## config.mk

```make
export PLATFORM = sky130hd
export DESIGN_NAME = rast_tri_arbiter_flat
export DESIGN_NICKNAME = d
export VERILOG_FILES = /design/src/rtl/rast_tri_arbiter_pkg.sv /design/src/rtl/rast_tri_arbiter_if.sv /design/src/rtl/rast_tri_arbiter_rr_arbiter.sv /design/src/rtl/rast_tri_arbiter.sv /design/src/flat_wrapper.sv
export SDC_FILE = /design/constraint.sdc
export NUM_CORES = 1
export LEC_CHECK = 0
export CAP_MARGIN = 20
export CORE_AREA = 2 2 615 617
export CTS_CLUSTER_SIZE = 28
export DETAILED_ROUTE_END_ITERATION = 10
export DIE_AREA = 0 0 617 619
export PLACE_DENSITY = 0.3
export SETUP_SLACK_MARGIN = 0.2
export SYNTH_ARGS = -nofsm -noshare
export SYNTH_HDL_FRONTEND = slang
export SYNTH_SLANG_ARGS = --single-unit
```

## constraint.sdc

```tcl
create_clock -name clk -period 3.5 [get_ports clk]
set_clock_uncertainty 0.05 [all_clocks]
set_input_delay 0.525 -clock clk [delete_from_list [all_inputs] [get_ports clk]]
set_output_delay 0.525 -clock clk [all_outputs]
set_load 0.02 [all_outputs]
```

## src/rtl/rast_tri_arbiter_pkg.sv

```systemverilog
// ----------------------------------------------------------------------------
// rast_tri_arbiter_pkg
// Shared constants, types and helpers for the rasterizer front-end arbiter.
//   - Geometry/precision constants (SIGFIG, VERTS, AXIS, COLORS)
//   - Rasterizer pipeline depths used to size the drain window
//   - Arbiter FSM state type and the triangle payload struct
//   - rr_wrap(): modulo helper for round-robin index arithmetic
// ----------------------------------------------------------------------------
package rast_tri_arbiter_pkg;

    localparam int SIGFIG = 24;
    localparam int VERTS  = 3;
    localparam int AXIS   = 3;
    localparam int COLORS = 3;

    // Pipeline depths of the downstream rasterizer stages.
    localparam int PIPES_BOX  = 3;
    localparam int PIPES_ITER = 1;
    localparam int PIPES_HASH = 1;
    localparam int PIPES_SAMP = 2;

    localparam int NUM_REQ_DEF      = 4;
    // Idle cycles after which no triangle can still be inside the rasterizer.
    localparam int DRAIN_CYCLES_DEF = PIPES_BOX + PIPES_ITER + PIPES_HASH + PIPES_SAMP + 4;

    typedef enum logic [1:0] {
        RUN   = 2'd0,
        DRAIN = 2'd1,
        APPLY = 2'd2
    } arb_state_t;

    typedef struct packed {
        logic [VERTS-1:0][AXIS-1:0][SIGFIG-1:0] tri_s;
        logic [COLORS-1:0][SIGFIG-1:0]          color_u;
    } tri_payload_t;

    // (base + step) mod n, for walking the round-robin ring.
    function automatic int rr_wrap(input int base, input int step, input int n);
        return (base + step) % n;
    endfunction

endpackage

```

## src/rtl/rast_tri_arbiter_if.sv

```systemverilog
// ----------------------------------------------------------------------------
// rast_tri_arbiter_if
// Triangle handshake bundle: the per-requester request side (R9) and the
// registered rasterizer side (R10) including the rasterizer ready/halt.
//   master : requesters + rasterizer (drive requests and halt)
//   slave  : the arbiter (drives grants and the output register)
// ----------------------------------------------------------------------------
interface rast_tri_arbiter_if
    import rast_tri_arbiter_pkg::*;
#(
    parameter int SIGFIG_P  = SIGFIG,
    parameter int VERTS_P   = VERTS,
    parameter int AXIS_P    = AXIS,
    parameter int COLORS_P  = COLORS,
    parameter int NUM_REQ_P = NUM_REQ_DEF
);

    logic [NUM_REQ_P-1:0][VERTS_P-1:0][AXIS_P-1:0][SIGFIG_P-1:0] req_tri_R9S;
    logic [NUM_REQ_P-1:0][COLORS_P-1:0][SIGFIG_P-1:0]            req_color_R9U;
    logic [NUM_REQ_P-1:0]                                        req_valid_R9H;
    logic [NUM_REQ_P-1:0]                                        req_ready_R9H;

    logic [VERTS_P-1:0][AXIS_P-1:0][SIGFIG_P-1:0] tri_R10S;
    logic [COLORS_P-1:0][SIGFIG_P-1:0]            color_R10U;
    logic                                         validTri_R10H;
    logic                                         halt_RnnnnL;

    modport master (
        output req_tri_R9S, req_color_R9U, req_valid_R9H, halt_RnnnnL,
        input  req_ready_R9H, tri_R10S, color_R10U, validTri_R10H
    );

    modport slave (
        input  req_tri_R9S, req_color_R9U, req_valid_R9H, halt_RnnnnL,
        output req_ready_R9H, tri_R10S, color_R10U, validTri_R10H
    );

endinterface

```

## src/rtl/rast_tri_arbiter_rr_arbiter.sv

```systemverilog
// ----------------------------------------------------------------------------
// rast_tri_arbiter_rr_arbiter
// Combinational round-robin picker. Searches req starting at ptr+1 (mod
// NUM_REQ) and returns the first set request.
//   req         : request vector
//   ptr         : index of the last granted requester
//   en          : grants allowed this cycle
//   grant       : one-hot grant (zero when en=0 or no request)
//   grant_idx   : index of the granted requester (ptr when none)
//   grant_valid : a grant is given
// ----------------------------------------------------------------------------
module rast_tri_arbiter_rr_arbiter
    import rast_tri_arbiter_pkg::*;
#(
    parameter int NUM_REQ = NUM_REQ_DEF,
    localparam int IDX_W  = $clog2(NUM_REQ)
) (
    input  logic [NUM_REQ-1:0] req,
    input  logic [IDX_W-1:0]   ptr,
    input  logic               en,
    output logic [NUM_REQ-1:0] grant,
    output logic [IDX_W-1:0]   grant_idx,
    output logic               grant_valid
);

    // Candidate gi is the requester gi+1 positions after the pointer, so
    // candidate 0 has the highest priority.
    logic [IDX_W-1:0]   cand_idx [NUM_REQ];
    logic [NUM_REQ-1:0] cand_req;

    generate
        for (genvar gi = 0; gi < NUM_REQ; gi++) begin : g_cand
            assign cand_idx[gi] = IDX_W'(rr_wrap(int'(ptr), gi + 1, NUM_REQ));
            assign cand_req[gi] = req[cand_idx[gi]];
        end
    endgenerate

    always_comb begin
        grant       = '0;
        grant_idx   = ptr;
        grant_valid = 1'b0;
        // Walk from lowest priority to highest so the last hit wins.
        for (int k = NUM_REQ - 1; k >= 0; k--) begin
            if (en && cand_req[k]) begin
                grant_idx   = cand_idx[k];
                grant_valid = 1'b1;
            end
        end
        if (grant_valid) begin
            grant[grant_idx] = 1'b1;
        end
    end

endmodule

```

## src/rtl/rast_tri_arbiter.sv

```systemverilog
// ----------------------------------------------------------------------------
// rast_tri_arbiter
// Front-end scheduler for the rasterizer: round-robin picks one of NUM_REQ
// triangle sources into a single output register honouring halt_RnnnnL, and
// owns the screen/subsample configuration, which is only changed once the
// rasterizer has been idle for DRAIN_CYCLES cycles.
//   clk, rst          : clock, synchronous active-high reset
//   bus (slave)       : requester handshake and rasterizer triangle output
//   cfg_screen_in     : new screen dimensions
//   cfg_subSample_in  : new subsample interval
//   cfg_update_H      : one-cycle request to change configuration
//   screen_RnnnnS     : applied screen dimensions
//   subSample_RnnnnU  : applied subsample interval
//   cfg_busy_H        : a configuration change is pending
//   tri_count_U       : triangles accepted by the rasterizer (wraps)
// ----------------------------------------------------------------------------
module rast_tri_arbiter
    import rast_tri_arbiter_pkg::*;
#(
    parameter int SIGFIG       = rast_tri_arbiter_pkg::SIGFIG,
    parameter int VERTS        = rast_tri_arbiter_pkg::VERTS,
    parameter int AXIS         = rast_tri_arbiter_pkg::AXIS,
    parameter int COLORS       = rast_tri_arbiter_pkg::COLORS,
    parameter int NUM_REQ      = NUM_REQ_DEF,
    parameter int DRAIN_CYCLES = DRAIN_CYCLES_DEF,
    parameter logic [1:0][SIGFIG-1:0] SCREEN_RST = {SIGFIG'(2048), SIGFIG'(2048)},
    parameter logic [3:0] SUBSAMPLE_RST = 4'b1000
) (
    input  logic                   clk,
    input  logic                   rst,
    rast_tri_arbiter_if.slave      bus,
    input  logic [1:0][SIGFIG-1:0] cfg_screen_in,
    input  logic [3:0]             cfg_subSample_in,
    input  logic                   cfg_update_H,
    output logic [1:0][SIGFIG-1:0] screen_RnnnnS,
    output logic [3:0]             subSample_RnnnnU,
    output logic                   cfg_busy_H,
    output logic [31:0]            tri_count_U
);

    localparam int IDX_W = $clog2(NUM_REQ);
    localparam int CNT_W = $clog2(DRAIN_CYCLES + 1);

    typedef struct packed {
        logic [VERTS-1:0][AXIS-1:0][SIGFIG-1:0] tri_s;
        logic [COLORS-1:0][SIGFIG-1:0]          color_u;
    } payload_t;

    arb_state_t             state_reg, state_next;
    logic [CNT_W-1:0]       idle_cnt_reg, idle_cnt_next;
    logic                   apply_en;

    logic                   valid_reg;
    payload_t               payload_reg;
    logic [IDX_W-1:0]       ptr_reg;
    logic [31:0]            tri_count_reg;

    logic [1:0][SIGFIG-1:0] screen_reg, pend_screen_reg;
    logic [3:0]             subsample_reg, pend_subsample_reg;
    logic                   cfg_busy_reg;

    logic                   free;
    logic                   accept;
    logic                   grant_en;
    logic [NUM_REQ-1:0]     grant;
    logic [IDX_W-1:0]       grant_idx;
    logic                   grant_valid;

    // The output register can take a new triangle when it is empty or its
    // current triangle is being accepted this cycle.
    assign free     = !valid_reg || bus.halt_RnnnnL;
    assign accept   = valid_reg && bus.halt_RnnnnL;
    assign grant_en = (state_reg == RUN) && free;

    rast_tri_arbiter_rr_arbiter #(
        .NUM_REQ (NUM_REQ)
    ) u_rr (
        .req         (bus.req_valid_R9H),
        .ptr         (ptr_reg),
        .en          (grant_en),
        .grant       (grant),
        .grant_idx   (grant_idx),
        .grant_valid (grant_valid)
    );

    assign bus.req_ready_R9H = grant;
    assign bus.validTri_R10H = valid_reg;
    assign bus.tri_R10S      = payload_reg.tri_s;
    assign bus.color_R10U    = payload_reg.color_u;

    assign screen_RnnnnS     = screen_reg;
    assign subSample_RnnnnU  = subsample_reg;
    assign cfg_busy_H        = cfg_busy_reg;
    assign tri_count_U       = tri_count_reg;

    // ------------------------------------------------------------------
    // Triangle datapath
    // ------------------------------------------------------------------
    always_ff @(posedge clk) begin
        if (rst) begin
            valid_reg     <= 1'b0;
            payload_reg   <= '0;
            ptr_reg       <= IDX_W'(NUM_REQ - 1);
            tri_count_reg <= '0;
        end else begin
            if (accept) begin
                tri_count_reg <= tri_count_reg + 32'd1;
            end
            // A grant only goes to a valid requester, so grant == handshake.
            if (grant_valid) begin
                payload_reg <= '{tri_s:   bus.req_tri_R9S[grant_idx],
                                 color_u: bus.req_color_R9U[grant_idx]};
                valid_reg   <= 1'b1;
                ptr_reg     <= grant_idx;
            end else if (free) begin
                valid_reg   <= 1'b0;
            end
        end
    end

    // ------------------------------------------------------------------
    // Configuration FSM
    // ------------------------------------------------------------------
    always_comb begin
        state_next    = state_reg;
        idle_cnt_next = '0;
        apply_en      = 1'b0;
        case (state_reg)
            RUN: begin
                if (cfg_update_H) begin
                    state_next = DRAIN;
                end
            end
            DRAIN: begin
                idle_cnt_next = idle_cnt_reg;
                // Any halt means the rasterizer still holds work: restart.
                if (!bus.halt_RnnnnL) begin
                    idle_cnt_next = '0;
                end else if (!valid_reg) begin
                    if (idle_cnt_reg == CNT_W'(DRAIN_CYCLES - 1)) begin
                        state_next    = APPLY;
                        idle_cnt_next = '0;
                    end else begin
                        idle_cnt_next = idle_cnt_reg + 1'b1;
                    end
                end
            end
            APPLY: begin
                apply_en   = 1'b1;
                // A request landing in APPLY needs its own full drain.
                state_next = cfg_update_H ? DRAIN : RUN;
            end
            default: begin
                state_next = RUN;
            end
        endcase
    end

    always_ff @(posedge clk) begin
        if (rst) begin
            state_reg          <= RUN;
            idle_cnt_reg       <= '0;
            cfg_busy_reg       <= 1'b0;
            screen_reg         <= SCREEN_RST;
            subsample_reg      <= SUBSAMPLE_RST;
            pend_screen_reg    <= SCREEN_RST;
            pend_subsample_reg <= SUBSAMPLE_RST;
        end else begin
            state_reg    <= state_next;
            idle_cnt_reg <= idle_cnt_next;
            cfg_busy_reg <= (state_next != RUN);
            // Applied values come from the pending set as it stood before
            // any capture in the same cycle.
            if (apply_en) begin
                screen_reg    <= pend_screen_reg;
                subsample_reg <= pend_subsample_reg;
            end
            if (cfg_update_H) begin
                pend_screen_reg    <= cfg_screen_in;
                pend_subsample_reg <= cfg_subSample_in;
            end
        end
    end

endmodule

```

## src/flat_wrapper.sv

```systemverilog
// flat-port wrapper written by rule: the top's interface ports become plain ports
module rast_tri_arbiter_flat import rast_tri_arbiter_pkg::*;
#(
    parameter int SIGFIG       = rast_tri_arbiter_pkg::SIGFIG,
    parameter int VERTS        = rast_tri_arbiter_pkg::VERTS,
    parameter int AXIS         = rast_tri_arbiter_pkg::AXIS,
    parameter int COLORS       = rast_tri_arbiter_pkg::COLORS,
    parameter int NUM_REQ      = NUM_REQ_DEF,
    parameter int DRAIN_CYCLES = DRAIN_CYCLES_DEF,
    parameter logic [1:0][SIGFIG-1:0] SCREEN_RST = {SIGFIG'(2048), SIGFIG'(2048)},
    parameter logic [3:0] SUBSAMPLE_RST = 4'b1000
)
  (clk, rst, cfg_screen_in, cfg_subSample_in, cfg_update_H, screen_RnnnnS, subSample_RnnnnU, cfg_busy_H, tri_count_U, bus_req_tri_R9S, bus_req_color_R9U, bus_req_valid_R9H, bus_halt_RnnnnL, bus_req_ready_R9H, bus_tri_R10S, bus_color_R10U, bus_validTri_R10H);
  rast_tri_arbiter_if bus_i ();
  input  logic clk;
  input  logic rst;
  input  logic [1:0][SIGFIG-1:0] cfg_screen_in;
  input  logic [3:0] cfg_subSample_in;
  input  logic cfg_update_H;
  output logic [1:0][SIGFIG-1:0] screen_RnnnnS;
  output logic [3:0] subSample_RnnnnU;
  output logic cfg_busy_H;
  output logic [31:0] tri_count_U;
  input wire logic [$bits(bus_i.req_tri_R9S)-1:0] bus_req_tri_R9S;
  input wire logic [$bits(bus_i.req_color_R9U)-1:0] bus_req_color_R9U;
  input wire logic [$bits(bus_i.req_valid_R9H)-1:0] bus_req_valid_R9H;
  input wire logic [$bits(bus_i.halt_RnnnnL)-1:0] bus_halt_RnnnnL;
  output wire logic [$bits(bus_i.req_ready_R9H)-1:0] bus_req_ready_R9H;
  output wire logic [$bits(bus_i.tri_R10S)-1:0] bus_tri_R10S;
  output wire logic [$bits(bus_i.color_R10U)-1:0] bus_color_R10U;
  output wire logic [$bits(bus_i.validTri_R10H)-1:0] bus_validTri_R10H;
  assign bus_i.req_tri_R9S = bus_req_tri_R9S;
  assign bus_i.req_color_R9U = bus_req_color_R9U;
  assign bus_i.req_valid_R9H = bus_req_valid_R9H;
  assign bus_i.halt_RnnnnL = bus_halt_RnnnnL;
  assign bus_req_ready_R9H = bus_i.req_ready_R9H;
  assign bus_tri_R10S = bus_i.tri_R10S;
  assign bus_color_R10U = bus_i.color_R10U;
  assign bus_validTri_R10H = bus_i.validTri_R10H;
  rast_tri_arbiter #(.SIGFIG(SIGFIG), .VERTS(VERTS), .AXIS(AXIS), .COLORS(COLORS), .NUM_REQ(NUM_REQ), .DRAIN_CYCLES(DRAIN_CYCLES), .SCREEN_RST(SCREEN_RST), .SUBSAMPLE_RST(SUBSAMPLE_RST)) u_core (.clk(clk), .rst(rst), .bus(bus_i), .cfg_screen_in(cfg_screen_in), .cfg_subSample_in(cfg_subSample_in), .cfg_update_H(cfg_update_H), .screen_RnnnnS(screen_RnnnnS), .subSample_RnnnnU(subSample_RnnnnU), .cfg_busy_H(cfg_busy_H), .tri_count_U(tri_count_U));
endmodule
```

==> impl_results.md <==
- Status: finished clean
- Fmax: 314 MHz
- Netlist cell types: 48
- Metal3 WL: 20.7 mm
- Number of max-cap violations: 0
- TritonCTS Sinks: 434
- Crit Path Class: flop to output pin
- Met1 wire length: 107 mm
- Register area share after synthesis: 35.8%
- GP Congestion: 0.897
- Die ar.: 382000 um^2
- PortBufs: 1589
- Top routing layer used: met5
- WL met2: 131 mm
- Leading cell type in the layout, fill and taps excluded: clkdlybuf4s50_1
- Row count: 225
- Req. time, crit path: 2920 ps
- CP Cell Sequence: mux4_2, o31a_4, buf_6, buf_6, nor2b_4, buf_6
- Util after Layout: 13.3%
- Remaining global-route overflow: 0
- Die Wd: 617 um
- Vias per cell: 3.00
- Overall Power: 22.8 mW
- I/O Pins: 1590
- Minimum clock period: 3180 ps
- Worst slew pin tran: 863 ps
- Slew margin rel.: 42.3%
- CP Data Arrival Time: 2610 ps
- #FFs+latches synth: 434
- Fin crit share: 90.9%
- Fill count: 42400
- Clock slew at reported path FFs: 60 ps
- CP delay by family, top: multiplexers
- CTS tree: yes
- Max FFs per register: 216
- CP bufs+invs: 3
- P_leak: 18.2 nW
- Multi-input logic area: 14400 um^2
- Synth Area per Inst: 10.0 um^2
- Syn. warnings: 0
- Root Driver: clkbuf_16
- Final hold vios: 0
- Largest net degree at the start of global routing: 137
- Crit path max fanout: 5
- Initial antenna violation count: 231
- Critical Path End Type: output pin
- Core footprint: 375000 um^2
- GR Util All Layers: 13.3%
- Most frequent cells in the layout: 1580 x clkdlybuf4s50_1, 626 x mux2i_1, 430 x dfxtp_1, 178 x buf_4, 167 x nand3b_1
- Worst path slowest cell: mux4_2
- CP most frequent cell: buf_6
- Nets: 5284
- # DRC: 0
- First-pass GRT wire length: 328 mm
- DR WL/cell: 29.1 um
- Hold WC Path Type: primary input to flop
- Asr flop ratio synth: 0%
- Die height: 619 um
- TritonCTS buffer count: 75
- Top_reg_cell synth: dfxtp_1
- Syn_nets: 3632
- Power Density: 458 nW/um^2
- Final setup vio count: 0
- H-tree levels: 3
- Final ANT Viol Nets: 0
- RSZ-0062 raised after global routing: false
- DR vias: 27400
- Starting Density: 6.48%
- Syn Inst Count: 2419
- Max incr delay on CP: 570 ps
- Initial DRC Count: 1539
- Synthesized cell area: 24300 um^2
- Share of cells above drive strength 1: 13.3%
- Clk Latency, worst-skew pair: 780 ps
- Maximum vdd drop: 0.300 mV
- Maximum clock path buffer count: 4
- Max Slew Vio Count: 0
- DRT Pass-1 Iters: 6
- Routed wire length: 266 mm
- Post-synth EDFFs: 0
- Layout area overhead: 106%
- Number of global-route vias before repair: 27600
- DPL Wire Length: 229 mm
- Crit start category: flop
- Register Area: 8700 um^2
[cell type report]
type / count / share of cell area (%)
multi-input combinational: 1755 / 28.9
timing repair buffer: 1803 / 35.9
inverter: 2 / 0.0150
clock buffer: 99 / 4.20
tap: 4994 / 12.5
clock inverter: 26 / 0.817
antenna: 32 / 0.160
sequential: 434 / 17.4
[metal layers]
metal / up-vias / GRT usage, %
met1: 13300 / 15.9
met2: 1237 / 23.1
met4: 100 / 3.39
met3: 435 / 4.05
li1: 12300 / -
met5: - / 0
[worst paths after layout]
| path | end | depth (start not counted) | slack (ps) | from |
|---|---|---|---|---|
| min reg2reg | u_core.screen_RnnnnS[23] | 2 | 400 | u_core.pend_screen_reg[23] |
| min | u_core.bus.validTri_R10H | 2 | 100 | rst |
| max | bus_req_ready_R9H[3] | 6 | 320 | u_core.ptr_reg[0] |
| max reg2reg | u_core.bus.tri_R10S[158] | 11 | 330 | u_core.state_reg[1] |
[what timing repair did]
item | CTS | global route
hold endpoints to repair | 0 | 0
setup buffers | 7 | 5
setup endpoints to repair | 15 | 6
gates resized for setup | 31 | 7
pin swaps | 6 | 4
hold buffers | 0 | 0
[cells in the mapped netlist, types with 5 or more instances]
cell      instances  area [um^2]
mux2i_1         627         6280
dfxtp_1         434         8690
nand3b_1        167         1250
mux2_2          163         1840
clkbuf_1        134          503
o21bai_1        125          938
nand2_1         117          439
o21ai_0         109          546
a221oi_1         95          832
nor2_1           92          345
o21ai_1          61          305
a21oi_1          54          270
buf_2            53          265
a221oi_2         30          450
xor2_1           25          219
buf_6            21          236
nor2b_1          15         93.8
nand3_1          13         65.1
xnor2_1           8         70.1
and3_1            7         43.8
buf_8             7          105
buf_4             6         45.0
nand2b_1          5         31.3
nor3_1            5         25.0
[power by group]
group / switching [mW] / internal (mW) / leakage [nW]
Clock: 3.22 / 4.87 / 1.23
Combinational: 4.46 / 4.34 / 13.4
Sequential: 0.459 / 5.50 / 3.58
[stage by stage]
step           setup TNS [ps]  cell area (um^2)  worst slack (ps)  std cells  hold slack (ps)
3_5_place_dp           -81200             47200              -924       8976              394
2_1_floorplan               0             24300               472       2419              380
6_report                    0             49900               318       9145             98.1
5_1_grt                     0             49900               206       9131             66.1
4_1_cts                     0             49800               105       9108             17.1
3_3_place_gp          -113310             47200              -961       8976              387
[worst reg2reg max path, cell delays in order, from the launching register on]
cell and delay [ps]:
dfxtp_4 340, or2_4 250, or2_4 250, buf_4 150
o31ai_4 250, o31a_4 210, buf_6 120, buf_4 130
buf_12 190, buf_4 360, mux2i_1 500, a221oi_1 180
[kinds of logic after synthesis]
family,Yosys count,share of synthesized area [%]
compound gates,488,14.3
simple gates,442,10.1
fa+ha+maj,1,0.0516
buf+inv,230,5.10
flops,434,35.8
mux,791,33.5
xor+xnor,33,1.19
Note: power is estimated with default switching activity, not from simulation.
